File: src/rtl/cnt_seq_checker_sat_counter.sv
// rtl/cnt_seq_checker_sat_counter.sv - saturating event counter for the checker error count
// Ports:
//   clk    in         clock, posedge
//   clear  in         synchronous clear, active-high
//   inc    in         count one event this edge
//   count  out ERR_W  current count, holds at all-ones
module cnt_seq_checker_sat_counter #(
   parameter int ERR_W = 8
) (
   input  logic             clk,
   input  logic             clear,
   input  logic             inc,
   output logic [ERR_W-1:0] count
);

   always_ff @(posedge clk) begin
      if (clear) begin
         count <= '0;
      end else if (inc && (count != '1)) begin
         count <= count + 1'b1;
      end
   end

endmodule

File: config.mk
export PLATFORM = sky130hd
export DESIGN_NAME = cnt_seq_checker_sat_counter
export DESIGN_NICKNAME = d
export VERILOG_FILES = /design/src/rtl/cnt_seq_checker_sat_counter.sv
export SDC_FILE = /design/constraint.sdc
export NUM_CORES = 1
export LEC_CHECK = 0
export CELL_PAD_IN_SITES_DETAIL_PLACEMENT = 1
export CELL_PAD_IN_SITES_GLOBAL_PLACEMENT = 1
export CORE_MARGIN = 2
export CORE_UTILIZATION = 33
export DETAILED_ROUTE_END_ITERATION = 12
export HOLD_SLACK_MARGIN = 0.12
export PLACE_DENSITY = 0.75
export SETUP_SLACK_MARGIN = 0.5
export SYNTH_ARGS = -nofsm -noshare
export SYNTH_HDL_FRONTEND = slang
export SYNTH_SLANG_ARGS = --single-unit
File: constraint.sdc
create_clock -name clk -period 2 [get_ports clk]
set_clock_uncertainty 0.2 [all_clocks]
set_input_delay 0.5 -clock clk [delete_from_list [all_inputs] [get_ports clk]]
set_output_delay 0.5 -clock clk [all_outputs]
set_load 0.02 [all_outputs]
[After elaboration in Yosys (flattened, before gate mapping)]
Index checks and enable logic that the tools add are counted.
Storage, ports and cells
  ROM bits: 0
  latch bits: 0
  memories: 0
  input port bits: 3
  output and inout port bits: 8
  RAM bits: 0
  word-level logic and storage cells: 4
  register bits after elaboration: 8
Cells by class
  bitwise gates (word level): 0
  reduce and logical (&&, ||, !) cells: 1
  shifts and indexed selects: 0
  order comparisons: 0
  multipliers: 0
  eq/ne operators: 1
  muxes and demuxes: 0
  add/sub/neg operators: 1
  div/mod/pow operators: 0
Operators by type and width (number)
  adder 8 x 1 -> 8 bit (second input constant): 1
  inequality test 8 bit (second input constant): 1
  logical AND 1 bit: 1

[Logic depth before layout (Yosys ltp)]
  word-level depth: 2
  mapped depth: 4
  gate-level depth less buffers: 4

[Worst setup path after synthesis]
OpenSTA, ideal clock, no wires.
  path type: register to register
  from: reg count[0]
  to: reg count[0]
  slack: 0.353 ns
  required time: 1.679 ns
  cell stages (with the launch flop): 5
  arrival time: 1.326 ns
  path through: dfxtp_1 > ha_1 > and3_4 > a21boi_4 > mux2_4
Between the ends
  cells in the longest elaborated chain, start to end: 2
  elaborated cells on any way between the ends: 3
  classes of those cells: add/sub (1); eq/ne (1); reduce/logical (1)
Ends and longest elaborated chain
  start, declared: line 13  | output logic [ERR_W-1:0] count
  start signal, assigned: line 20  | count <= count + 1'b1;
  branches (longest 2 deep; another with adder 8 x 1 -> 8 bit)
Several ways; the timed one is not identified.
A chain may end at the register's enable or synchronous reset.

[Worst setup path after layout]
Same ends and word-level chain as after synthesis.

==> out/qor.yml <==
fin_ws_ns: 0.529
rsz0062_at_grt: "yes"
drv_cap: 0
period_share_pct: 73.6
synth_top_family_by_area: "compound AO/OA/AOI/OAI gates"
initial_core_util_pct: 34.4
worst_slew_pin_slew_ns: 0.217
synthTopCellsByArea: "dfxtp_1 (37%), a21oi_1 (5.8%), a21boi_4 (4.4%)"
powerDensity_mw_per_mm2: 546
drive_above_1_share_pct: 47.8
ir_drop_v: 0.000310
slew_violations: 0
place_congestion: 0.823
clock_latency_ns: 0.26
synth_cells: 46
grt_pass1_vias: 402
die_area_mm2: 0.00161
clockBufferDepth: 2
grt_pass1_wl_um: 1930
clock-sinks: 8
reg_top3: "count: 8 flops"
ys_seq_area_share_pct: 37.2
regArea_um2: 183
tritoncts: "built"
drc: 0
finalSetupViolations: 0
fmaxAchievable_mhz: 680
outcome: "finished, final reports clean"
cts_root_buffer: "clkbuf_4"
core_mm2: 0.00125
worstPathMaxFanout: 5
grt_start_max_net_pins: 9
ys_seq_elements: 8
diodes: 0
avgViaCountPerCell: 5.37
pin_count: 11
ys_warn_count: 0
wl_um: 1240
yosys.area_share.simple_pct: 24.7
min_path_type: "reg2reg"
dieHeight_um: 40.1
p_leak_nw: 0.266
syn_nets: 50
path_class: "reg2reg"
synth_area_per_cell_um2: 9.36
layout_min_cycle_time_ns: 1.47
startpoint_type: "flip-flop"
synth_compound_area_share_pct: 25.9
relSlewSlack_pct: 85.5
vias: 440
hpwl_um: 878
crit_arrival_ns: 1.43
synthMuxAreaShare_pct: 5.81
synth-edff-count: 0
overflow: 0
pre_cts_ws_ns: 0.00492
synth.cell_area_um2: 430
portBuffers: 10
antenna_found_initial: 0
top_register: "count"
synth_ff_type: "dfxtp_1"
async_flop_share_pct: 0
htree_levels: 1
yosysTopAreaCell: "dfxtp_1"
fin_setup_tns_ns: 0
detail-route-antenna-nets: 0
rows: 13
end_kind: "flip-flop"
hold_buffers: 0
synth_fa_ha_area_share_pct: 2.91
hold_viol: 0
synth.top_cell.area_share_pct: 37.2
synth_xor_area_share_pct: 0
grt_use_total_pct: 19.4
dieWidth_um: 40.1
largest_reg_flops: 8
synth_cell_types: 25
final_nets: 72
area_growth_pct: 50.0
routedWlPerCell_um: 15.1
clkTransAtPathRegs_ns: 0.06
multiInputGateArea_um2: 269
dr.pass1.iters: 4
fill_cells: 154
required_ns: 1.96
drtIter0Drc: 4
numCtsBuffers: 3
[per-layer routing]
layer  global-route usage (%)  vias up  part of all wire [%]
met5                        0        -                     0
li1                         -      220                     -
met3                     6.67        0                   5.1
met2                     32.3       17                    51
met4                     10.3        0                     0
met1                     21.5      203                    44
[cells in the final DEF (no fill, tap or decap), types with 2 or more instances in the layout]
master,netlist,layout
buf_4,0,11
dfxtp_4,0,6
a21oi_1,5,5
nand2_1,5,5
clkbuf_4,0,3
buf_6,1,3
nand4_1,2,2
nor3_1,2,2
o21bai_1,2,2
nand3_1,2,2
a211oi_1,2,2
dfxtp_1,8,2
buf_2,0,2
[through the flow]
step | utilization (%) | cells | total power, mW | area (µm²) | hold slack, ns
floorplan | - | 46 | 0.194 | 450 | 0.315
global placement | 47.0 | 74 | 0.216 | 588 | 0.290
detailed placement | 47.0 | 74 | 0.217 | 588 | 0.295
CTS | 48.7 | 80 | 0.360 | 609 | 0.289
global route | 51.5 | 82 | 0.375 | 646 | 0.274
finish | 51.5 | 82 | 0.353 | 646 | 0.256
[synth_stat cells (2+ instances only)]
cell,count
nand3_1,2
nor3_1,2
and4_1,2
a21oi_1,5
dfxtp_1,8
o21bai_1,2
nand2_1,5
nand4_1,2
a211oi_1,2
[where the power goes]
| group | switching, mW | internal [mW] |
|---|---|---|
| clock network | 0.0641 | 0.0769 |
| logic | 0.0205 | 0.0260 |
| registers | 0.00692 | 0.158 |
[logic make-up (layout without fill, tap and decap cells)]
group / after synthesis / count (layout)
AOI/OAI and AO/OA: 15 / 15
adders and majority gates: 1 / 1
buffers and inverters: 2 / 23
DFF: 8 / 8
muxes: 2 / 2
and+or+nand+nor: 18 / 18
[repair_timing]
item                                    CTS  global route
resized for setup                        44             8
endpoints found under the setup margin   14            10
pin swaps                                 2             1
setup buffers                             2             2
[cell type report]
cell class / instances / area share, %
multi-input cells: 36 / 41.7
flip-flops and latches: 8 / 28.3
repair buffers: 18 / 22.5
clock buffers: 4 / 4.07
well taps: 15 / 2.91
inverters: 1 / 0.581
[worst max-delay path, stage by stage (launching register included)]
cell and delay [ns]:
dfxtp_4 0.37, ha_4 0.17, and3_4 0.16, a21boi_4 0.15, mux2_4 0.31
[worst paths after layout]
| path | cells after the start | endpoint | from | slack, ns |
|---|---|---|---|---|
| worst max-delay path | 4 | count[0]$_SDFFE_PP0P_ | count[0]$_SDFFE_PP0P_ | 0.53 |
| worst min-delay path | 1 | count[5]$_SDFFE_PP0P_ | count[5]$_SDFFE_PP0P_ | 0.26 |
| worst max register to register | 4 | count[0]$_SDFFE_PP0P_ | count[0]$_SDFFE_PP0P_ | 0.53 |
| worst min register to register | 1 | count[5]$_SDFFE_PP0P_ | count[5]$_SDFFE_PP0P_ | 0.26 |
(Power assumes the default switching activity.)
